--- config.mk ---
export PLATFORM = sky130hd
export DESIGN_NAME = avr_cpu_prefetch_flat
export DESIGN_NICKNAME = d
export VERILOG_FILES = /design/src/rtl/avr_cpu_prefetch_if.sv /design/src/rtl/avr_cpu_prefetch.sv /design/src/flat_wrapper.sv
export SDC_FILE = /design/constraint.sdc
export NUM_CORES = 1
export LEC_CHECK = 0
export ABC_AREA = 1
export CORE_ASPECT_RATIO = 1.4
export CORE_MARGIN = 2
export CORE_UTILIZATION = 45
export CTS_CLUSTER_SIZE = 30
export DETAILED_ROUTE_END_ITERATION = 16
export PLACE_DENSITY = 0.78
export SLEW_MARGIN = 10
export SYNTH_ARGS = -nofsm -noshare
export SYNTH_HDL_FRONTEND = slang
export SYNTH_SLANG_ARGS = --single-unit
--- constraint.sdc ---
create_clock -name clk -period 3.3 [get_ports clk]
set_input_delay 0.66 -clock clk [delete_from_list [all_inputs] [get_ports clk]]
set_output_delay 0.66 -clock clk [all_outputs]
set_load 0.02 [all_outputs]
--- src/rtl/avr_cpu_prefetch_if.sv ---
// Program-memory and exec-side signals of the AVR instruction prefetch unit.
// master = prefetch unit, slave = memory plus execute stage.
interface avr_cpu_prefetch_if #(
  parameter int PC_WIDTH = 12
);
  logic                pm_req;
  logic [PC_WIDTH-1:0] pm_addr;
  logic                pm_ack;
  logic [15:0]         pm_data;
  logic [15:0]         opcode;
  logic [PC_WIDTH-1:0] opcode_pc;
  logic                opcode_valid;
  logic                hold;
  logic                rjmp_en;
  logic [11:0]         rjmp;

  modport master (
    output pm_req, pm_addr, opcode, opcode_pc, opcode_valid,
    input  pm_ack, pm_data, hold, rjmp_en, rjmp
  );

  modport slave (
    input  pm_req, pm_addr, opcode, opcode_pc, opcode_valid,
    output pm_ack, pm_data, hold, rjmp_en, rjmp
  );
endinterface

--- src/rtl/avr_cpu_prefetch.sv ---
// AVR instruction prefetch queue: DEPTH-entry opcode FIFO with relative-jump flush.
// Define AVR_PREFETCH_BYPASS_EN to forward a completing word straight to exec when the queue is empty.
module avr_cpu_prefetch #(
  parameter int PC_WIDTH = 12,
  parameter int DEPTH    = 2
) (
  input  logic               clk,
  input  logic               rst,
  avr_cpu_prefetch_if.master bus
);
  localparam int AW = (DEPTH > 1) ? $clog2(DEPTH) : 1;
  localparam int CW = AW + 1;
  localparam int OW = (PC_WIDTH > 12) ? PC_WIDTH : 12;

  typedef logic [PC_WIDTH-1:0] pc_t;

  // Offset is sign-extended (or truncated) to the PC width; wrap is modulo 2^PC_WIDTH.
  function automatic pc_t jump_target(input pc_t pc, input logic [11:0] off);
    logic signed [OW-1:0] off_ext;
    off_ext = OW'($signed(off));
    return pc + pc_t'(1) + pc_t'(off_ext);
  endfunction

  logic [15:0]   q_op_q [DEPTH];
  pc_t           q_pc_q [DEPTH];
  logic [AW-1:0] head_q, head_d, tail_q, tail_d;
  logic [CW-1:0] count_q, count_d;
  pc_t           fetch_pc_q, fetch_pc_d;
  pc_t           addr_q, addr_d;
  logic          req_q, req_d;
  logic          discard_q, discard_d;

  logic          q_valid, complete, consume, redirect;
  logic          bypass_vld, push, pop, issue;
  logic          out_valid;
  logic [15:0]   out_op;
  pc_t           out_pc;

  assign q_valid  = (count_q != '0);
  assign complete = req_q && bus.pm_ack;
`ifdef AVR_PREFETCH_BYPASS_EN
  assign bypass_vld = complete && !discard_q && !q_valid;
`else
  assign bypass_vld = 1'b0;
`endif

  always_comb begin
    out_valid = q_valid;
    out_op    = q_valid ? q_op_q[head_q] : 16'h0000;
    out_pc    = q_valid ? q_pc_q[head_q] : '0;
`ifdef AVR_PREFETCH_BYPASS_EN
    if (bypass_vld) begin
      out_valid = 1'b1;
      out_op    = bus.pm_data;
      out_pc    = addr_q;
    end
`endif
  end

  assign consume  = out_valid && !bus.hold;
  assign redirect = consume && bus.rjmp_en;
  // A bypassed word consumed in its arrival cycle never enters the queue.
  assign pop      = consume && !bypass_vld;
  assign push     = complete && !discard_q && !redirect && !(bypass_vld && consume);

  always_comb begin
    head_d  = head_q;
    tail_d  = tail_q;
    count_d = count_q;
    if (redirect) begin
      head_d  = tail_q;
      count_d = '0;
    end else begin
      if (push) tail_d = tail_q + AW'(1);
      if (pop)  head_d = head_q + AW'(1);
      count_d = count_q + CW'(push) - CW'(pop);
    end
  end

  // Issuing only when the post-edge count leaves a free slot reserves room for the reply.
  assign issue = !redirect && (!req_q || complete) && (count_d < CW'(DEPTH));

  always_comb begin
    req_d      = req_q;
    addr_d     = addr_q;
    fetch_pc_d = fetch_pc_q;
    discard_d  = discard_q;
    if (complete) begin
      req_d     = 1'b0;
      discard_d = 1'b0;
    end
    if (redirect) begin
      fetch_pc_d = jump_target(out_pc, bus.rjmp);
      if (req_q && !complete) discard_d = 1'b1;
    end else if (issue) begin
      req_d      = 1'b1;
      addr_d     = fetch_pc_q;
      fetch_pc_d = fetch_pc_q + pc_t'(1);
    end
  end

  always_ff @(posedge clk or negedge rst) begin
    if (!rst) begin
      head_q     <= '0;
      tail_q     <= '0;
      count_q    <= '0;
      fetch_pc_q <= '0;
      addr_q     <= '0;
      req_q      <= 1'b0;
      discard_q  <= 1'b0;
    end else begin
      head_q     <= head_d;
      tail_q     <= tail_d;
      count_q    <= count_d;
      fetch_pc_q <= fetch_pc_d;
      addr_q     <= addr_d;
      req_q      <= req_d;
      discard_q  <= discard_d;
    end
  end

  // Queue storage is data-only; outputs are masked by the count, so it needs no reset.
  always_ff @(posedge clk) begin
    if (push) begin
      q_op_q[tail_q] <= bus.pm_data;
      q_pc_q[tail_q] <= addr_q;
    end
  end

  assign bus.pm_req       = req_q;
  assign bus.pm_addr      = addr_q;
  assign bus.opcode       = out_op;
  assign bus.opcode_pc    = out_pc;
  assign bus.opcode_valid = out_valid;
endmodule

--- src/flat_wrapper.sv ---
// flat-port wrapper written by rule: the top's interface ports become plain ports
module avr_cpu_prefetch_flat 
#(
  parameter int PC_WIDTH = 12,
  parameter int DEPTH    = 2
)
  (clk, rst, bus_pm_req, bus_pm_addr, bus_opcode, bus_opcode_pc, bus_opcode_valid, bus_pm_ack, bus_pm_data, bus_hold, bus_rjmp_en, bus_rjmp);
  avr_cpu_prefetch_if #(.PC_WIDTH(PC_WIDTH)) bus_i ();
  input  logic clk;
  input  logic rst;
  output wire logic [$bits(bus_i.pm_req)-1:0] bus_pm_req;
  output wire logic [$bits(bus_i.pm_addr)-1:0] bus_pm_addr;
  output wire logic [$bits(bus_i.opcode)-1:0] bus_opcode;
  output wire logic [$bits(bus_i.opcode_pc)-1:0] bus_opcode_pc;
  output wire logic [$bits(bus_i.opcode_valid)-1:0] bus_opcode_valid;
  input wire logic [$bits(bus_i.pm_ack)-1:0] bus_pm_ack;
  input wire logic [$bits(bus_i.pm_data)-1:0] bus_pm_data;
  input wire logic [$bits(bus_i.hold)-1:0] bus_hold;
  input wire logic [$bits(bus_i.rjmp_en)-1:0] bus_rjmp_en;
  input wire logic [$bits(bus_i.rjmp)-1:0] bus_rjmp;
  assign bus_pm_req = bus_i.pm_req;
  assign bus_pm_addr = bus_i.pm_addr;
  assign bus_opcode = bus_i.opcode;
  assign bus_opcode_pc = bus_i.opcode_pc;
  assign bus_opcode_valid = bus_i.opcode_valid;
  assign bus_i.pm_ack = bus_pm_ack;
  assign bus_i.pm_data = bus_pm_data;
  assign bus_i.hold = bus_hold;
  assign bus_i.rjmp_en = bus_rjmp_en;
  assign bus_i.rjmp = bus_rjmp;
  avr_cpu_prefetch #(.PC_WIDTH(PC_WIDTH), .DEPTH(DEPTH)) u_core (.clk(clk), .rst(rst), .bus(bus_i));
endmodule
==> results.txt, run 1 <==
Layout Cells excl Fill: 680
Yosys reg bits: 86
Skew-Pair Late Insertion Delay: 0.33 ns
Initial DRC Count: 255
Final nets: 613
H-tree depth: 3
Crit path largest cell delay: 0.71 ns
Max Freq: 0.3443 GHz
Num ports: 75
Fillers: 809
Critical path launch point: u_core.head_q
Placed Cells: 664
Post-synthesis cell count: 487
Wire length per cell: 15.40 um
Vias in the first global route: 3588
Reg clk slew, reported paths: 0.06 ns
Die Footprint: 10530 um2
Critical path class: flop to output port
Area used by multi-input combinational logic: 1602 um2
RD Place Congestion: 0.8556
Die X: 87.29 um
Worst slew pin tran: 0.6107 ns
Post-route ant nets: 0
Ant. Diodes: 0
CTS buffer count: 9
Worst R2R Setup Slack: 0.55 ns
Crit path max fanout: 28
Max Root-Sink Buffers: 2
Commonest cells after routing, fill and taps aside: 156 x nand2_1, 74 x clkdlybuf4s50_1, 64 x inv_1
RSZ-0062 raised after global routing: no
Maxcap violations: 0
Tot GR Track Use: 20.79%
Design area: 5478 um2
Period utilization: 88.01%
Clock tree sinks: 86
Final Hold Viols: 0
Worst Setup End Kind: output port
Initial antenna violation count: 0
Detailed Routing Iterations Pass 1: 5
Crit path time final: 2.904 ns
Syn Nets: 535
P_leak: 2.423 nW
Die height: 120.6 um
Status: completed
Max-slew headroom: 59.19%
Worst Setup EP: bus_opcode_pc[1]
Post-CTS Hold Buffers: 0
Rows: 42
Setup TNS: 0 ns
Commonest non-fill, non-tap cell in the layout: nand2_1
YS warnings: 0
Vias per inst: 5.238
Largest net degree at the start of global routing: 31
Post-CTS sizing: 0
Hold Path Class: flop to flop
Area Overhead vs Synth: 25.34%
Root Driver: clkbuf_16
VDD IR-drop max: 0.5947 mV
Required @ worst endpoint: 2.64 ns
FF-to-FF End: u_core.fetch_pc_q[6]
Clock skew: 0.004578 ns
Slew Viols, Final: 0
Share of cells above drive strength 1: 5.614%
R2r startpoint: u_core.head_q
CORE AREA: 9459 um2
DP Wirelength: 7880 um
Routed Wire Length: 10470 um
CP Cell Sequence: buf_4 > nor2_1 > nor3_1 > clkdlybuf4s50_1
DRC errors left: 0
Register area: 2432 um2
# setup viols final: 0
R2R cell count: 12
Mapped Area: 4370 um2
Slowest-stage cell, CP: clkdlybuf4s50_1
Critical path launch point type: flop
Setup Buffers After CTS: 0
Post-DP Area: 5213 um2
GRT overflow: 0
WP data arrival: 2.24 ns
Via count: 3562
Starting Density: 46.20%
Mapped Avg Cell Area: 8.974 um2
PortBufs: 74
TritonCTS clock tree: yes
PwrDens: 1038 nW/um2
Sequential fraction of the synthesis area: 55.65%
Count of cell types in the netlist: 32
Wire length of the first global-routing pass: 16890 um
-- state kept, by name, summed over array words and instances, names as in the netlist --
name,cells
u_core.q_op_q,32
u_core.fetch_pc_q,12
u_core.bus.pm_req,1
u_core.discard_q,1
u_core.head_q,1
u_core.tail_q,1
u_core.count_q,2
u_core.bus.pm_addr,12
u_core.q_pc_q,24
-- layer usage --
metal	routed length, um	GRT usage [%]	vias up
li1	-	-	1739
met1	4035	24.08	1698
met2	5811	37.78	107
met3	384	2.594	18
met4	238	8.654	0
met5	0	0	-
-- Yosys cell counts --
cell | instances | share of area (%)
nand3b_1 | 5 | 0.86
xnor2_1 | 3 | 0.60
buf_4 | 1 | 0.17
fa_1 | 1 | 0.46
buf_2 | 3 | 0.34
edfxtp_1 | 56 | 38
or2_2 | 1 | 0.14
nor2_4 | 1 | 0.26
nor3_1 | 4 | 0.46
ha_1 | 14 | 4.0
clkbuf_1 | 4 | 0.34
o21ai_0 | 19 | 2.2
nand2_4 | 1 | 0.26
nand2_2 | 2 | 0.29
nand3_1 | 23 | 2.6
nor2_8 | 1 | 0.46
o22ai_1 | 2 | 0.29
inv_1 | 64 | 5.5
a21oi_2 | 1 | 0.20
nand4_1 | 2 | 0.29
xor2_1 | 5 | 1.0
a21oi_1 | 36 | 4.1
buf_1 | 2 | 0.17
nand2_1 | 156 | 13
o221ai_1 | 1 | 0.20
buf_6 | 5 | 1.3
o211ai_1 | 1 | 0.17
o21a_1 | 1 | 0.17
dfrtp_1 | 30 | 17
nand3_4 | 1 | 0.40
o21ai_1 | 6 | 0.69
nor2_1 | 35 | 3.0
-- report_power, final --
group,internal (mW),total [mW],switching (mW),leakage (nW)
Sequential,1.54,1.78,0.244,0.876
Combinational,1.16,3.00,1.84,1.42
Clock,0.510,0.907,0.396,0.130
-- worst min-delay path by stage --
stage | end | startpoint | cells past startpoint | slack, ns
finish | u_core.q_pc_q[1][0] | u_core.bus.pm_addr[0] | 0 | 0.55
global route | u_core.q_pc_q[0][10] | u_core.bus.pm_addr[10] | 0 | 0.56
CTS | u_core.q_pc_q[0][2] | u_core.bus.pm_addr[2] | 0 | 0.54
detailed placement | u_core.q_pc_q[0][0] | u_core.bus.pm_addr[0] | 0 | 0.52
global placement | u_core.q_pc_q[0][2] | u_core.bus.pm_addr[2] | 0 | 0.51
floorplan | u_core.bus.pm_addr[0] | rst | 0 | 0.36
-- per-stage QoR --
| stage | utilization (%) | total power [mW] | worst slack [ns] | hold slack [ns] |
|---|---|---|---|---|
| detailed placement | 55.11 | 4.796 | 0.3164 | 0.5237 |
| CTS | 57.91 | 5.720 | 0.3836 | 0.5392 |
| global route | 57.91 | 6.101 | 0.2547 | 0.5631 |
| global placement | 55.11 | 4.699 | 0.4105 | 0.5140 |
| floorplan | - | 3.707 | 0.6875 | 0.3644 |
| finish | 57.91 | 5.688 | 0.3956 | 0.5451 |
-- cell type report --
cell class              count  area share (%)
clock buffers              11           4.249
flip-flops and latches     86           44.40
multi-input cells         322           29.24
well taps                 110           2.513
repair buffers             82           14.62
inverters                  64           4.386
clock inverters             5          0.5939
-- worst max-delay path: cells and delay by family (launching register included) --
family | cells | cell delay (ns)
flops | 1 | 0.36
buf+inv | 2 | 1.01
simple gates | 2 | 0.53
-- cell families after synthesis --
logic type	Yosys count	share of synthesized area, %
and+or+nand+nor	232	22.45
AOI/OAI and AO/OA	67	8.016
adders and majority gates	15	4.466
buffers and inverters	79	7.815
xor gates and xnor gates	8	1.603
DFF	86	55.65
Power figures use the tool's default switching activity.
==> inputs of run 2 (changes only) <==
- ABC_AREA: 1 -> 0
==> run 2 against run 1 <==
Against the previous run:
- combinational power down 5%
- cell area decreased by 2.7%
- die area is 6.0% lower
- synthesized cell count is 33% lower
- global-route usage down 3.3 points
- first-iteration DRC count shrank 56%
- count of clock-buffer cells in the layout unchanged
- clock skew up 0.0025 ns
- power about the same
- critical path depth is 6 higher
- critical path type is now primary input to flop
==> results.txt, run 2 <==
Status: completed
Setup Buffers After CTS: 0 (unchanged)
WP data arrival: 3.10 ns (+0.86 ns)
# setup viols final: 0 (unchanged)
Critical path class: primary input to flop
Root Driver: clkbuf_16
Worst R2R Setup Slack: 0.61 ns (+0.06 ns)
Worst slew pin tran: 0.4713 ns (-0.1394 ns)
Final Hold Viols: 0 (unchanged)
Num ports: 75 (unchanged)
Synth cell count leaders: 56 x edfxtp_1, 38 x nor2_1, 30 x dfrtp_1
Mapped Avg Cell Area: 12.57 um2 (+40%)
Delay-heaviest family, CP: buffers and inverters
Max-slew headroom: 68.35% (+9.2 points)
Commonest non-fill, non-tap cell in the layout: clkdlybuf4s50_1
Post-CTS Hold Buffers: 0 (unchanged)
DRC errors left: 0 (unchanged)
GRT overflow: 0 (unchanged)
Period utilization: 87.51% (-0.50 points)
Tot GR Track Use: 17.51% (-3.3 points)
Clock skew: 0.007099 ns (+0.002521 ns)
Wire length of the first global-routing pass: 13330 um (-21%)
CORE AREA: 8926 um2 (-5.6%)
Share of cells above drive strength 1: 11.93% (+6.3 points)
Slowest-stage cell, CP: clkdlybuf4s50_1
Crit path time final: 2.888 ns (-0.01648 ns)
RD Place Congestion: 0.9123 (+6.6%)
Routed Wire Length: 8261 um (-21%)
CTS buffer count: 9 (unchanged)
Top reg by flops: u_core.q_op_q
Mapped Area: 4096 um2 (-6.3%)
Largest net degree at the start of global routing: 31 (unchanged)
Rows: 41 (-2.4%)
Ant. Diodes: 0 (unchanged)
Initial antenna violation count: 0 (unchanged)
Initial DRC Count: 111 (-56%)
Clock tree sinks: 86 (unchanged)
Leading area contributor after synthesis: edfxtp_1
Crit path largest cell delay: 0.56 ns (-0.15 ns)
Die Footprint: 9893 um2 (-6.0%)
Post-route ant nets: 0 (unchanged)
VDD IR-drop max: 0.5186 mV (-13%)
Placed Cells: 510 (-23%)
Asr flop ratio synth: 34.88% (unchanged)
Count of cell types in the netlist: 45 (+41%)
Required @ worst endpoint: 3.51 ns (+0.87 ns)
TritonCTS clock tree: yes
Vias per inst: 5.241 (about the same)
Critical path launch point type: primary input
Vias in the first global route: 2881 (-20%)
Share of the synthesized area in the top cell type: 41.05% (+2.6 points)
Final nets: 462 (-25%)
Max Freq: 0.3463 GHz (+0.57%)
Via count: 2757 (-23%)
Syn Nets: 374 (-30%)
Most common cell in the synthesized netlist: edfxtp_1
Post-CTS sizing: 0 (unchanged)
Setup TNS: 0 ns (unchanged)
Skew-Pair Late Insertion Delay: 0.33 ns (about the same)
P_leak: 2.113 nW (-13%)
Sequential fraction of the synthesis area: 59.38% (+3.7 points)
Die X: 84.64 um (-3.0%)
Commonest cells after routing, fill and taps aside: 74 x clkdlybuf4s50_1, 56 x edfxtp_1, 38 x nor2_1
Hold Path Class: flop to flop
Top Registers: u_core.q_op_q (32), u_core.q_pc_q (24)
Starting Density: 45.89% (-0.31 points)
Number of synthesized flops with an enable pin: 56 (unchanged)
Detailed Routing Iterations Pass 1: 4 (-1)
CP bufs+invs: 3 (+1)
Largest cells by area after synthesis: edfxtp_1 41%, dfrtp_1 18%, mux2i_1 6.6%, ha_1 4.3%, mux2_2 3.8%
Yosys reg bits: 86 (unchanged)
Slew Viols, Final: 0 (unchanged)
Ys flop type: edfxtp_1
Most used cell, CP: ha_1
DP Wirelength: 6231 um (-21%)
Worst Setup End Kind: flop
YS warnings: 0 (unchanged)
H-tree depth: 3 (unchanged)
Area Overhead vs Synth: 30.12%
Crit path max fanout: 12 (-57%)
Fillers: 738 (-8.8%)
Maxcap violations: 0 (unchanged)
Post-synthesis cell count: 326 (-33%)
Reg clk slew, reported paths: 0.06 ns (about the same)
RSZ-0062 raised after global routing: no
Max Root-Sink Buffers: 2 (unchanged)
Layout Cells excl Fill: 526 (-23%)
CP Cell Sequence: clkdlybuf4s50_1 > o21ba_2 > ha_1 > inv_1 > ha_1 > xnor3_2 > nand2_1 > nor2_2 > buf_4 > mux2_2
Die height: 116.9 um (-3.1%)
Wire length per cell: 15.71 um (+2.0%)
PortBufs: 74 (unchanged)
Largest register FFs: 32 (unchanged)
PwrDens: 1067 nW/um2 (+2.7%)
## run 2: changes by cell type in the layout (fill, tap and decap cells not counted), moves of 6 or more
| cell | previous run | this run |
|---|---|---|
| a21oi_1 | 36 | 10 |
| inv_1 | 64 | 9 |
| mux2_2 | 0 | 14 |
| mux2i_1 | 0 | 27 |
| nand2_1 | 156 | 29 |
| nand3_1 | 23 | 5 |
| o21ai_1 | 6 | 0 |
| xor2_1 | 5 | 11 |
## run 2: worst paths after layout
| check | depth (start not counted) | start | to |
|---|---|---|---|
| setup / recovery | 10 | bus_hold | u_core.bus.pm_addr[1] |
| hold / removal | 0 | u_core.bus.pm_addr[8] | u_core.q_pc_q[0][8] |
| setup reg to reg | 11 | u_core.count_q[0] | u_core.fetch_pc_q[11] |
| hold reg to reg | 0 | u_core.bus.pm_addr[8] | u_core.q_pc_q[0][8] |
| max in group asynchronous | 2 | rst | u_core.fetch_pc_q[3] |
| min in group asynchronous | 2 | rst | u_core.discard_q |
## run 2: routing by layer
layer | routed length, um | vias to the layer above | track usage (%)
li1 | - | 1354 | -
met1 | 3379 | 1321 | 20.47
met2 | 4378 | 71 | 31.65
met3 | 349 | 11 | 3.296
met4 | 153 | 0 | 7.407
met5 | 0 | - | 0
## run 2: cells by family (layout without fill, tap and decap cells)
kind of cell	after synthesis	in the layout	share of synthesized area, %
AND/OR/NAND/NOR	99	99	11.30
buffers and inverters	18	111	2.107
flip-flops	86	86	59.38
AO/OA/AOI/OAI	47	47	7.361
adder cells (fa/ha/maj)	15	15	4.765
multiplexers	41	41	10.45
XOR/XNOR	20	20	4.643
## run 2: power breakdown
group	leakage (nW)	switching, mW	internal [mW]
logic	1.08	1.52	1.32
clock network	0.151	0.371	0.657
registers	0.880	0.256	1.56
total	2.11	2.15	3.54
## run 2: area by class of cell
class | count | area (um2) | share of cell area (%)
clock buffer | 11 | 232.7 | 4.366
tap | 107 | 133.9 | 2.512
multi-input combinational | 222 | 1593 | 29.88
timing repair buffer | 86 | 830.8 | 15.59
sequential | 86 | 2432 | 45.63
inverter | 9 | 33.78 | 0.6338
clock inverter | 5 | 73.82 | 1.385
## run 2: through the flow
stage	cell area (um2)	hold WS [ns]	power (mW)	utilization [%]	setup WS [ns]
global route	5330	0.5253	6.060	59.71	0.3430
global placement	5024	0.4802	4.602	56.28	0.2107
detailed placement	5024	0.4985	4.681	56.28	0.1078
finish	5330	0.5079	5.687	59.71	0.4120
CTS	5330	0.5117	5.728	59.71	0.4258
floorplan	4103	0.3644	3.643	-	0.1702
